`src/rtl/framebuffer_reader_pkg.sv`:
```
// rtl/framebuffer_reader_pkg.sv - shared colour constants, pixel beat type and reader FSM states
package framebuffer_reader_pkg;

    localparam int COLOR_WIDTH = 8;
    localparam logic [COLOR_WIDTH-1:0] COLOR_NONE  = 8'h00;
    localparam logic [COLOR_WIDTH-1:0] COLOR_GREEN = 8'h1C;

    // One RAM read stage between issue and data return.
    localparam int FB_READ_LATENCY = 1;

    // Coordinate fields are sized for the largest supported frame; users keep the low bits.
    localparam int FB_COORD_W = 16;

    typedef struct packed {
        logic [COLOR_WIDTH-1:0] color;
        logic [FB_COORD_W-1:0]  x;
        logic [FB_COORD_W-1:0]  y;
        logic                   sof;
        logic                   eof;
    } fb_pixel_t;

    localparam fb_pixel_t FB_PIXEL_RESET = '{
        color: COLOR_NONE,
        x:     '0,
        y:     '0,
        sof:   1'b0,
        eof:   1'b0
    };

    typedef enum logic [1:0] {
        ST_IDLE  = 2'd0,
        ST_SCAN  = 2'd1,
        ST_DRAIN = 2'd2
    } fb_state_t;

endpackage

```
`src/rtl/framebuffer_reader_if.sv`:
```
// rtl/framebuffer_reader_if.sv - RAM read port and pixel output stream of the framebuffer reader
interface framebuffer_reader_if #(
    parameter int WIDTH  = 640,
    parameter int HEIGHT = 480
);
    import framebuffer_reader_pkg::*;

    localparam int XW = $clog2(WIDTH);
    localparam int YW = $clog2(HEIGHT);
    localparam int AW = $clog2(WIDTH * HEIGHT);

    logic                   mem_rd_en;
    logic [AW-1:0]          mem_addr;
    logic [COLOR_WIDTH-1:0] mem_rd_data;

    logic                   out_valid;
    logic                   out_ready;
    logic [COLOR_WIDTH-1:0] out_color;
    logic [XW-1:0]          out_x;
    logic [YW-1:0]          out_y;
    logic                   out_sof;
    logic                   out_eof;

    modport master (
        output mem_rd_en, mem_addr,
        input  mem_rd_data,
        output out_valid, out_color, out_x, out_y, out_sof, out_eof,
        input  out_ready
    );

    modport slave (
        input  mem_rd_en, mem_addr,
        output mem_rd_data,
        input  out_valid, out_color, out_x, out_y, out_sof, out_eof,
        output out_ready
    );

endinterface

```
`src/rtl/framebuffer_reader_pixel_skid_fifo.sv`:
```
// rtl/framebuffer_reader_pixel_skid_fifo.sv - two-entry skid FIFO of pixel beats
module pixel_skid_fifo
    import framebuffer_reader_pkg::*;
(
    input  logic       clk,
    input  logic       reset_n,
    input  logic       push,
    input  fb_pixel_t  push_data,
    input  logic       pop,
    output fb_pixel_t  head,
    output logic       valid,
    output logic [1:0] count
);

    fb_pixel_t  mem_q [2];
    fb_pixel_t  mem_d [2];
    logic       wr_ptr_q, wr_ptr_d;
    logic       rd_ptr_q, rd_ptr_d;
    logic [1:0] count_q, count_d;

    // Pointer/occupancy update; a push into a full FIFO only happens alongside a pop of the same slot.
    always_comb begin
        mem_d    = mem_q;
        wr_ptr_d = wr_ptr_q ^ push;
        rd_ptr_d = rd_ptr_q ^ pop;
        count_d  = count_q + {1'b0, push} - {1'b0, pop};
        if (push) begin
            mem_d[wr_ptr_q] = push_data;
        end
    end

    // Storage and pointer registers.
    always_ff @(posedge clk or negedge reset_n) begin
        if (!reset_n) begin
            mem_q[0] <= FB_PIXEL_RESET;
            mem_q[1] <= FB_PIXEL_RESET;
            wr_ptr_q <= 1'b0;
            rd_ptr_q <= 1'b0;
            count_q  <= 2'd0;
        end else begin
            mem_q    <= mem_d;
            wr_ptr_q <= wr_ptr_d;
            rd_ptr_q <= rd_ptr_d;
            count_q  <= count_d;
        end
    end

    assign head  = mem_q[rd_ptr_q];
    assign valid = (count_q != 2'd0);
    assign count = count_q;

endmodule

```
`src/rtl/framebuffer_reader.sv`:
```
// rtl/framebuffer_reader.sv - row-major framebuffer scan-out; cursor overlay under FRAMEBUFFER_READER_CURSOR_EN
module framebuffer_reader
    import framebuffer_reader_pkg::*;
#(
    parameter int WIDTH  = 640,
    parameter int HEIGHT = 480
) (
    input  logic                       clk,
    input  logic                       reset_n,
    input  logic                       enable,
    input  logic [$clog2(WIDTH)-1:0]   cursor_x,
    input  logic [$clog2(HEIGHT)-1:0]  cursor_y,
    input  logic [COLOR_WIDTH-1:0]     cursor_color,
    output logic                       busy,
    output logic                       frame_done,
    framebuffer_reader_if.master       bus
);

    localparam int XW = $clog2(WIDTH);
    localparam int YW = $clog2(HEIGHT);
    localparam int AW = $clog2(WIDTH * HEIGHT);
    localparam int FIFO_DEPTH = FB_READ_LATENCY + 1;
    localparam logic [XW-1:0] X_LAST = XW'(WIDTH - 1);
    localparam logic [YW-1:0] Y_LAST = YW'(HEIGHT - 1);

    fb_state_t     state_q, state_d;
    logic [XW-1:0] x_q, x_d;
    logic [YW-1:0] y_q, y_d;
    logic [AW-1:0] addr_q, addr_d;
    logic          inflight_q, inflight_d;
    logic [XW-1:0] tag_x_q, tag_x_d;
    logic [YW-1:0] tag_y_q, tag_y_d;
    logic          tag_sof_q, tag_sof_d;
    logic          tag_eof_q, tag_eof_d;
    logic          frame_done_q, frame_done_d;

    fb_pixel_t     push_data;
    fb_pixel_t     head;
    logic          fifo_valid;
    logic [1:0]    fifo_count;
    logic          pop;
    logic          issue;
    logic          drained;
    logic          last_pix;

    // Pop credit lets a read issue in the same cycle a held beat is accepted.
    assign pop      = fifo_valid & bus.out_ready;
    assign issue    = (state_q == ST_SCAN) &&
                      (({1'b0, fifo_count} + {2'b0, inflight_q}) < (3'(FIFO_DEPTH) + {2'b0, pop}));
    assign drained  = (({1'b0, fifo_count} + {2'b0, inflight_q} - {2'b0, pop}) == 3'd0);
    assign last_pix = (x_q == X_LAST) && (y_q == Y_LAST);

`ifdef FRAMEBUFFER_READER_CURSOR_EN
    logic [XW-1:0]          cur_x_q, cur_x_d;
    logic [YW-1:0]          cur_y_q, cur_y_d;
    logic [COLOR_WIDTH-1:0] cur_color_q, cur_color_d;

    // Cursor is snapshotted at frame start so a moving cursor cannot tear mid-frame.
    always_comb begin
        cur_x_d     = cur_x_q;
        cur_y_d     = cur_y_q;
        cur_color_d = cur_color_q;
        if (state_q == ST_IDLE && enable) begin
            cur_x_d     = cursor_x;
            cur_y_d     = cursor_y;
            cur_color_d = cursor_color;
        end
    end

    // Cursor snapshot registers.
    always_ff @(posedge clk or negedge reset_n) begin
        if (!reset_n) begin
            cur_x_q     <= '0;
            cur_y_q     <= '0;
            cur_color_q <= COLOR_NONE;
        end else begin
            cur_x_q     <= cur_x_d;
            cur_y_q     <= cur_y_d;
            cur_color_q <= cur_color_d;
        end
    end
`else
    logic unused_cursor;
    assign unused_cursor = ^{cursor_x, cursor_y, cursor_color};
`endif

    // Returning RAM data joins its tag here; the cursor substitution happens at push so latency is unchanged.
    always_comb begin
        push_data       = FB_PIXEL_RESET;
        push_data.color = bus.mem_rd_data;
        push_data.x     = FB_COORD_W'(tag_x_q);
        push_data.y     = FB_COORD_W'(tag_y_q);
        push_data.sof   = tag_sof_q;
        push_data.eof   = tag_eof_q;
`ifdef FRAMEBUFFER_READER_CURSOR_EN
        if (tag_x_q == cur_x_q && tag_y_q == cur_y_q && cur_color_q != COLOR_NONE) begin
            push_data.color = cur_color_q;
        end
`endif
    end

    // Scan FSM next state: counters advance per issued read, frame_done fires when the last beat leaves.
    always_comb begin
        state_d      = state_q;
        x_d          = x_q;
        y_d          = y_q;
        addr_d       = addr_q;
        inflight_d   = issue;
        tag_x_d      = tag_x_q;
        tag_y_d      = tag_y_q;
        tag_sof_d    = tag_sof_q;
        tag_eof_d    = tag_eof_q;
        frame_done_d = 1'b0;
        if (issue) begin
            tag_x_d   = x_q;
            tag_y_d   = y_q;
            tag_sof_d = (x_q == '0) && (y_q == '0);
            tag_eof_d = last_pix;
        end
        unique case (state_q)
            ST_IDLE: begin
                if (enable) begin
                    state_d = ST_SCAN;
                    x_d     = '0;
                    y_d     = '0;
                    addr_d  = '0;
                end
            end
            ST_SCAN: begin
                if (issue) begin
                    addr_d = addr_q + AW'(1);
                    if (x_q == X_LAST) begin
                        x_d = '0;
                        y_d = y_q + YW'(1);
                    end else begin
                        x_d = x_q + XW'(1);
                    end
                    if (last_pix) begin
                        state_d = ST_DRAIN;
                    end
                end
            end
            ST_DRAIN: begin
                if (drained) begin
                    frame_done_d = 1'b1;
                    state_d      = ST_IDLE;
                end
            end
            default: state_d = ST_IDLE;
        endcase
    end

    // Scan FSM and read-tag pipeline registers.
    always_ff @(posedge clk or negedge reset_n) begin
        if (!reset_n) begin
            state_q      <= ST_IDLE;
            x_q          <= '0;
            y_q          <= '0;
            addr_q       <= '0;
            inflight_q   <= 1'b0;
            tag_x_q      <= '0;
            tag_y_q      <= '0;
            tag_sof_q    <= 1'b0;
            tag_eof_q    <= 1'b0;
            frame_done_q <= 1'b0;
        end else begin
            state_q      <= state_d;
            x_q          <= x_d;
            y_q          <= y_d;
            addr_q       <= addr_d;
            inflight_q   <= inflight_d;
            tag_x_q      <= tag_x_d;
            tag_y_q      <= tag_y_d;
            tag_sof_q    <= tag_sof_d;
            tag_eof_q    <= tag_eof_d;
            frame_done_q <= frame_done_d;
        end
    end

    pixel_skid_fifo u_fifo (
        .clk       (clk),
        .reset_n   (reset_n),
        .push      (inflight_q),
        .push_data (push_data),
        .pop       (pop),
        .head      (head),
        .valid     (fifo_valid),
        .count     (fifo_count)
    );

    logic unused_head;
    assign unused_head = ^{head.x[FB_COORD_W-1:XW], head.y[FB_COORD_W-1:YW]};

    assign bus.mem_rd_en = issue;
    assign bus.mem_addr  = addr_q;
    assign bus.out_valid = fifo_valid;
    assign bus.out_color = head.color;
    assign bus.out_x     = head.x[XW-1:0];
    assign bus.out_y     = head.y[YW-1:0];
    assign bus.out_sof   = head.sof;
    assign bus.out_eof   = head.eof;
    assign busy          = (state_q != ST_IDLE);
    assign frame_done    = frame_done_q;

endmodule

```
`src/flat_wrapper.sv`:
```
// flat-port wrapper written by rule: the top's interface ports become plain ports
module framebuffer_reader_flat import framebuffer_reader_pkg::*;
#(
    parameter int WIDTH  = 640,
    parameter int HEIGHT = 480
)
  (clk, reset_n, enable, cursor_x, cursor_y, cursor_color, busy, frame_done, bus_mem_rd_en, bus_mem_addr, bus_mem_rd_data, bus_out_valid, bus_out_color, bus_out_x, bus_out_y, bus_out_sof, bus_out_eof, bus_out_ready);
  framebuffer_reader_if #(.WIDTH(WIDTH), .HEIGHT(HEIGHT)) bus_i ();
  input  logic clk;
  input  logic reset_n;
  input  logic enable;
  input  logic [$clog2(WIDTH)-1:0] cursor_x;
  input  logic [$clog2(HEIGHT)-1:0] cursor_y;
  input  logic [COLOR_WIDTH-1:0] cursor_color;
  output logic busy;
  output logic frame_done;
  output wire logic [$bits(bus_i.mem_rd_en)-1:0] bus_mem_rd_en;
  output wire logic [$bits(bus_i.mem_addr)-1:0] bus_mem_addr;
  input wire logic [$bits(bus_i.mem_rd_data)-1:0] bus_mem_rd_data;
  output wire logic [$bits(bus_i.out_valid)-1:0] bus_out_valid;
  output wire logic [$bits(bus_i.out_color)-1:0] bus_out_color;
  output wire logic [$bits(bus_i.out_x)-1:0] bus_out_x;
  output wire logic [$bits(bus_i.out_y)-1:0] bus_out_y;
  output wire logic [$bits(bus_i.out_sof)-1:0] bus_out_sof;
  output wire logic [$bits(bus_i.out_eof)-1:0] bus_out_eof;
  input wire logic [$bits(bus_i.out_ready)-1:0] bus_out_ready;
  assign bus_mem_rd_en = bus_i.mem_rd_en;
  assign bus_mem_addr = bus_i.mem_addr;
  assign bus_i.mem_rd_data = bus_mem_rd_data;
  assign bus_out_valid = bus_i.out_valid;
  assign bus_out_color = bus_i.out_color;
  assign bus_out_x = bus_i.out_x;
  assign bus_out_y = bus_i.out_y;
  assign bus_out_sof = bus_i.out_sof;
  assign bus_out_eof = bus_i.out_eof;
  assign bus_i.out_ready = bus_out_ready;
  framebuffer_reader #(.WIDTH(WIDTH), .HEIGHT(HEIGHT)) u_core (.clk(clk), .reset_n(reset_n), .enable(enable), .cursor_x(cursor_x), .cursor_y(cursor_y), .cursor_color(cursor_color), .busy(busy), .frame_done(frame_done), .bus(bus_i));
endmodule
```
`config.mk`:
```
export PLATFORM = sky130hd
export DESIGN_NAME = framebuffer_reader_flat
export DESIGN_NICKNAME = d
export VERILOG_FILES = /design/src/rtl/framebuffer_reader_pkg.sv /design/src/rtl/framebuffer_reader_if.sv /design/src/rtl/framebuffer_reader_pixel_skid_fifo.sv /design/src/rtl/framebuffer_reader.sv /design/src/flat_wrapper.sv
export SDC_FILE = /design/constraint.sdc
export NUM_CORES = 1
export LEC_CHECK = 0
export CORE_ASPECT_RATIO = 0.8
export CORE_MARGIN = 2
export CORE_UTILIZATION = 57
export DETAILED_ROUTE_END_ITERATION = 6
export GPL_ROUTABILITY_DRIVEN = 0
export PLACE_DENSITY = 0.8
export SETUP_SLACK_MARGIN = 0.02
export SYNTH_ARGS = -nofsm -noshare
export SYNTH_HDL_FRONTEND = slang
export SYNTH_HIERARCHICAL = 1
export SYNTH_SLANG_ARGS = --single-unit
```
`constraint.sdc`:
```
create_clock -name clk -period 3.2 [get_ports clk]
set_input_delay 0.48 -clock clk [delete_from_list [all_inputs] [get_ports clk]]
set_output_delay 0.48 -clock clk [all_outputs]
set_load 0.03 [all_outputs]
```
==> results.txt, run 1 <==
----------------------------------------------------
[Outcome]
  Run status ... complete, no violations

[Critical path]
  Critical-path maximum fanout ... 5
  Longest individual stage delay on the worst path ... 0.43 ns
  Most Frequent Cell on Critical Path ... inv_1
  Critical Path Slowest Stage Cell ... dfrtp_1
  Arrival time of the worst setup path ... 2.46 ns
  Critical Path Start Type ... flop
  Category of the most critical setup path ... reg2out
  Capturing element type of the critical path ... output port
  Cell breakdown of the critical path ... ha_1 -> inv_1 -> ha_1 -> inv_1 -> fa_1 -> nor2b_2 -> nand2_1 -> inv_1 -> buf_4
  Required arrival time at the worst endpoint ... 2.72 ns

[Drt]
  Via density per instance ... 5.83
  First DRT Iteration DRCs ... 408
  Final ANT Viol Nets ... 0
  First-pass DRT Iterations ... 5
  Wirelength, routed ... 13.3 mm
  Detailed-route DRC error count ... 0
  Routed wire length per instance ... 17.7 um
  Via count ... 4369

[Clock network]
  Clock insertion delay at the later pin of the skew report ... 0.41 ns
  # hold bufs at CTS ... 0
  # clock sinks ... 125
  CTS tree ... yes
  Maximum buffer depth of the clock tree ... 2
  CTS Root Cell ... clkbuf_16
  TritonCTS buffer count ... 17
  Count of H-tree levels built during CTS ... 4
  Clock input transition at the sequential cells of the worst setup and hold paths ... 0.05 ns

[Timing]
  Final-report setup violation count ... 0
  Clock period minus final worst setup slack ... 2.94 ns
  Fin. Hold Viols ... 0
  Setup repair after global routing missed its margin ... false
  Worst Tran Pin Value ... 0.879 ns
  Post-route clock skew ... 0.00470 ns
  Setup TNS ... 0 ns
  Fin crit share ... 91.9%
  Maximum clock rate ... 340 MHz
  Max-slew headroom ... 40.9%
  Number of pins with negative max-slew slack in the final report ... 0

[Cells and area]
  Number of diodes ... 0
  Net total in the final layout ... 646
  Synth-to-Final Area Change ... 19.8%
  Total area of multi-input combinational cells ... 0.00286 mm2
  Fraction of layout instances using a drive strength above 1 ... 24.6%
  Area occupied by registers ... 0.00313 mm2
  Filler cells ... 787

[Floorplan]
  Starting Density ... 58.6%
  Die Width ... 122 um
  Area inside the core boundary ... 0.0109 mm2
  Y dimension of the die ... 98.7 um
  Die area ... 0.0121 mm2
  IO Count ... 91
  Number of rows created at floorplan ... 34

[Placed design]
  Number of input and output port buffers inserted ... 63
  Estimated wirelength of the detail-placed design ... 8.57 mm

[Logic synthesis]
  Mapped Nets ... 579
  Post-Syn Instances ... 526
  Yosys warnings ... 6
  Mean cell area of the mapped netlist ... 12.1 um2
  Syn Std Cell Area ... 0.00638 mm2

[Global routing]
  Wire length of the first global-routing pass ... 22.2 mm
  Vias in the first global route ... 4435
  Grt ovf ... 0
  Aggregate global-route resource usage ... 23.7%
  Initial antenna violation count ... 0
  Pin count of the biggest net entering global routing ... 55

[Pwr]
  Worst IR Drop VDD ... 0.596 mV
  Power Total ... 0.00764 W
  Leakage power of the design ... 3.57 nW
  PwrDens ... 999 mW/mm2

[Flow run]
  Number of violations of the max-capacitance limit ... 0

[Worst hold path]
  Hold Path Class ... in2async

----------------------------------------------------
## worst paths after layout
check | startpoint | to | slack, ns | cells after the start
setup / recovery | u_core/inflight_q | bus_mem_rd_en | 0.26 | 9
hold / removal | reset_n | u_core/u_fifo/mem_q[46] | 0.12 | 1
setup reg to reg | u_core/inflight_q | u_core/bus.mem_addr[18] | 0.29 | 9
hold reg to reg | u_core/u_fifo/mem_q[43] | u_core/u_fifo/mem_q[43] | 0.51 | 1
max in group asynchronous | reset_n | u_core/bus.mem_addr[13] | 2.30 | 2
min in group clk | u_core/u_fifo/mem_q[43] | u_core/u_fifo/mem_q[43] | 0.51 | 1
## layout by cell type (no fill, tap or decap), drive strengths merged, types with 5 or more instances in the layout
cell type / instances
clkinv: 5
ha: 13
o31ai: 9
mux2: 87
clkdlybuf4s50: 61
dfrtp: 125
or4: 9
nor4: 5
buf: 20
o21ai: 19
nand2: 78
a31oi: 7
clkbuf: 20
and3: 5
a21oi: 23
nand3: 10
or3: 8
nor2: 17
nand4: 10
inv: 17
## stage by stage
step	hold slack [ns]	worst slack (ns)	instances	utilization, %	cell area (um2)
after floorplan	0.184	0.385	526	-	6380
after global placement	0.483	0.113	718	64.4	7010
after detailed placement	0.496	0.00957	718	64.4	7010
after CTS	0.137	0.147	750	70.2	7640
after global routing	0.166	0.125	750	70.2	7650
final	0.120	0.260	750	70.2	7650
## metal layers
metal / vias to the layer above / share of wire (%) / GRT usage [%]
met1: 2179 / 46 / 33.2
met3: 27 / 5.6 / 5.84
li1: 1999 / - / -
met4: 0 / 1.6 / 8.84
met2: 164 / 47 / 36.0
met5: - / 0 / 0
## critical path, delay by kind of cell, from the launching register on
family | cells | cell delay, ns
buf+inv | 4 | 0.40
flops | 1 | 0.43
simple gates | 2 | 0.35
fa+ha+maj | 3 | 0.89
## power by group
part	switching [W]	internal, W	total, W	leakage (nW)
Sequential	0.000374	0.00201	0.00238	1.63
Clock	0.000708	0.00133	0.00204	0.301
Combinational	0.00164	0.00158	0.00322	1.63
Total	0.00272	0.00491	0.00764	3.57
## registers in the layout (all words and copies together) (netlist names), 2 cells and up
signal,count
u_core/bus.mem_addr,19
u_core/state_q,2
u_core/tag_x_q,10
u_core/tag_y_q,9
u_core/u_fifo/count,2
u_core/u_fifo/mem_q,58
u_core/x_q,10
u_core/y_q,9
## layout make-up
| type | count | area share [%] |
|---|---|---|
| Tap cell | 144 | 2.36 |
| Clock buffer | 20 | 5.84 |
| Sequential cell | 125 | 40.9 |
| Timing Repair Buffer | 81 | 10.3 |
| Inverter | 16 | 0.785 |
| Multi-Input combinational cell | 352 | 37.4 |
| Clock inverter | 12 | 2.45 |
## repair_timing
item	4_1_cts	5_1_grt
buffers inserted	0	0
endpoints found under the setup margin	0	1
gates resized for setup	0	1
No activity file was read; power rests on OpenSTA's default activity.
==> run 2: changes to the inputs <==
--- a/config.mk
+++ b/config.mk
@@ -7,10 +7,11 @@
 export LEC_CHECK = 0
 export CORE_ASPECT_RATIO = 0.8
 export CORE_MARGIN = 2
-export CORE_UTILIZATION = 57
+export CORE_UTILIZATION = 51
+export CTS_BUF_LIST = sky130_fd_sc_hd__clkbuf_4 sky130_fd_sc_hd__clkbuf_8 sky130_fd_sc_hd__clkbuf_16
 export DETAILED_ROUTE_END_ITERATION = 6
 export GPL_ROUTABILITY_DRIVEN = 0
-export PLACE_DENSITY = 0.8
+export PLACE_DENSITY = 0.76
 export SETUP_SLACK_MARGIN = 0.02
 export SYNTH_ARGS = -nofsm -noshare
 export SYNTH_HDL_FRONTEND = slang
==> constraint.sdc (replaced) <==
create_clock -name clk -period 2.7 [get_ports clk]
set_input_delay 0.405 -clock clk [delete_from_list [all_inputs] [get_ports clk]]
set_output_delay 0.405 -clock clk [all_outputs]
set_load 0.03 [all_outputs]
==> run 2 against run 1 <==
Against the previous run:
- the flow now finishes with violations (negative setup slack)
- via count grew 4.4%
- setup slack lost 0.28 ns
- sequential power grew 18%
- critical path type unchanged
==> results.txt, run 2 (synthesis gave the netlist of run 1 again) <==
----------------------------------------------------
[Placed design]
  Number of input and output port buffers inserted ... 63
  Placed inst area ... 0.00719 mm2
  Estimated wirelength of the detail-placed design ... 9.08 mm
  Post-placement setup slack ... -0.292 ns

[Timing]
  Final-report setup violation count ... 1
  Worst Hold Slack ... 0.505 ns
  Number of pins with negative max-slew slack in the final report ... 0
  Worst Tran Pin Value ... 0.508 ns
  Max-slew headroom ... 66.2%
  Fin crit share ... 101%
  Setup repair after global routing missed its margin ... true
  Post-route clock skew ... 0.0105 ns
  Worst path setup slack after routing ... -0.0242 ns
  Clock period minus final worst setup slack ... 2.72 ns
  Maximum clock rate ... 367 MHz
  Fin. Hold Viols ... 0

[Outcome]
  Run status ... finished, violations left
  Failing checks ... negative setup slack

[Drt]
  Final ANT Viol Nets ... 0
  First DRT Iteration DRCs ... 402
  Wirelength, routed ... 14.4 mm
  Routed wire length per instance ... 17.9 um
  Detailed-route DRC error count ... 0
  Via count ... 4562
  Via density per instance ... 5.67
  First-pass DRT Iterations ... 5

[Floorplan]
  Starting Density ... 52.3%
  Area inside the core boundary ... 0.0122 mm2
  Die Width ... 129 um
  IO Count ... 91
  Y dimension of the die ... 104 um
  Number of rows created at floorplan ... 36
  Die area ... 0.0134 mm2

[Pwr]
  Power Total ... 0.00959 W
  Net Switching ... 0.00340 W
  Leakage power of the design ... 3.71 nW
  Worst IR Drop VDD ... 0.703 mV
  Switching power as a share of total power ... 35.5%
  Part of the total power dissipated in sequential elements ... 29.3%
  PwrDens ... 1210 mW/mm2
  Portion of total power attributed to the clock network ... 25.5%
  Cell Int Power ... 0.00619 W
  Portion of total power attributed to combinational logic ... 45.2%

[Clock network]
  Clock input transition at the sequential cells of the worst setup and hold paths ... 0.06 ns
  Count of H-tree levels built during CTS ... 4
  Clock insertion delay at the later pin of the skew report ... 0.42 ns
  Maximum buffer depth of the clock tree ... 2
  CTS Root Cell ... clkbuf_16
  CTS tree ... yes
  # clock sinks ... 125
  TritonCTS buffer count ... 17

[Global routing]
  Pin count of the biggest net entering global routing ... 65
  Aggregate global-route resource usage ... 21.9%
  Wire length of the first global-routing pass ... 23.3 mm
  Initial antenna violation count ... 0
  Grt ovf ... 0
  Vias in the first global route ... 4505

[Critical path]
  Critical Path Start Type ... flop
  Critical-path maximum fanout ... 3
  Capturing element type of the critical path ... output port
  Arrival time of the worst setup path ... 2.32 ns
  Category of the most critical setup path ... reg2out
  Required arrival time at the worst endpoint ... 2.30 ns

[Cells and area]
  Fraction of layout instances using a drive strength above 1 ... 29.7%
  Layout Cell Area excl Fill ... 0.00795 mm2
  Filler cells ... 863
  Net total in the final layout ... 673
  Final core utilization ... 65.1%
  Number of diodes ... 0
  Leading cell type in the layout, fill and taps excluded ... dfrtp_1
  Biggest register ... u_core/u_fifo/mem_q
  Synth-to-Final Area Change ... 24.5%
  Largest register FFs ... 58
  Leading cell types in the layout, fill and taps excluded ... dfrtp_1 (124), mux2_4 (80), nand2_1 (77)

[Flow run]
  Number of violations of the max-capacitance limit ... 0

[Worst hold path]
  Hold Path Class ... in2async

----------------------------------------------------
-- run 2: cell count changes in the layout (fill, tap and decap cells not counted), sizes merged --
| cell | previous run | this run |
|---|---|---|
| inv | 17 | 18 |
| clkinvlp | 2 | 3 |
| clkbuf | 20 | 19 |
| dlygate4sd3 | 0 | 1 |
| clkinv | 5 | 4 |
| buf | 20 | 46 |
-- run 2: per-stage QoR --
step / setup TNS (ns) / instances
5_1_grt: -0.112 / 804
3_3_place_gp: -5.59 / 764
4_1_cts: -0.000719 / 799
3_5_place_dp: -7.58 / 764
2_1_floorplan: 0 / 526
6_report: -0.0242 / 804
-- run 2: area by class of cell --
cell class	count	area, um2	share of cell area (%)
Clock buffer	19	447	5.62
Inverter	16	60.1	0.756
Timing Repair Buffer	108	996	12.5
Sequential cell	125	3130	39.4
Tap cell	171	214	2.69
Clock inverter	13	188	2.36
Multi-Input combinational cell	352	2910	36.6
-- run 2: worst paths after layout --
path	startpoint	endpoint	slack, ns	depth (start not counted)
setup / recovery	u_core/inflight_q	bus_mem_rd_en	-0.02	10
hold / removal	reset_n	u_core/u_fifo/mem_q[34]	0.51	2
setup reg to reg	u_core/inflight_q	u_core/y_q[7]	0.04	9
hold reg to reg	u_core/u_fifo/mem_q[78]	u_core/u_fifo/mem_q[78]	0.51	1
max in group asynchronous	reset_n	u_core/tag_y_q[5]	1.44	3
min in group clk	u_core/u_fifo/mem_q[78]	u_core/u_fifo/mem_q[78]	0.51	1
-- run 2: critical path, cell delays in order (launching register included) --
cell	delay [ns]
dfrtp_1	0.39
ha_1	0.31
inv_2	0.08
ha_4	0.13
inv_2	0.04
fa_2	0.41
nor2b_4	0.15
buf_6	0.12
nand2_4	0.07
inv_2	0.08
buf_6	0.12
-- run 2: power groups by stage --
| stage | registers (W) | logic [W] | clock network, W |
|---|---|---|---|
| CTS | 0.00281 | 0.00416 | 0.00247 |
| global route | 0.00288 | 0.00463 | 0.00256 |
| floorplan | 0.00274 | 0.00306 | 0 |
| detailed placement | 0.00282 | 0.00402 | 0 |
| finish | 0.00281 | 0.00434 | 0.00244 |
| global placement | 0.00277 | 0.00391 | 0 |
-- run 2: routing by layer --
metal | GRT usage (%) | vias up | share of wire, %
met4 | 6.91 | 0 | 1.8
met1 | 30.4 | 2305 | 45
li1 | - | 2054 | -
met2 | 34.7 | 176 | 48
met3 | 4.63 | 27 | 5.0
met5 | 0 | - | 0
-- run 2: timing repair --
action,CTS,global route
endpoints found under the setup margin,3,13
hold buffers,1,0
hold endpoints to repair,35,0
buffers inserted,2,4
resized for setup,7,12
cloned,0,1
pin swaps,0,5
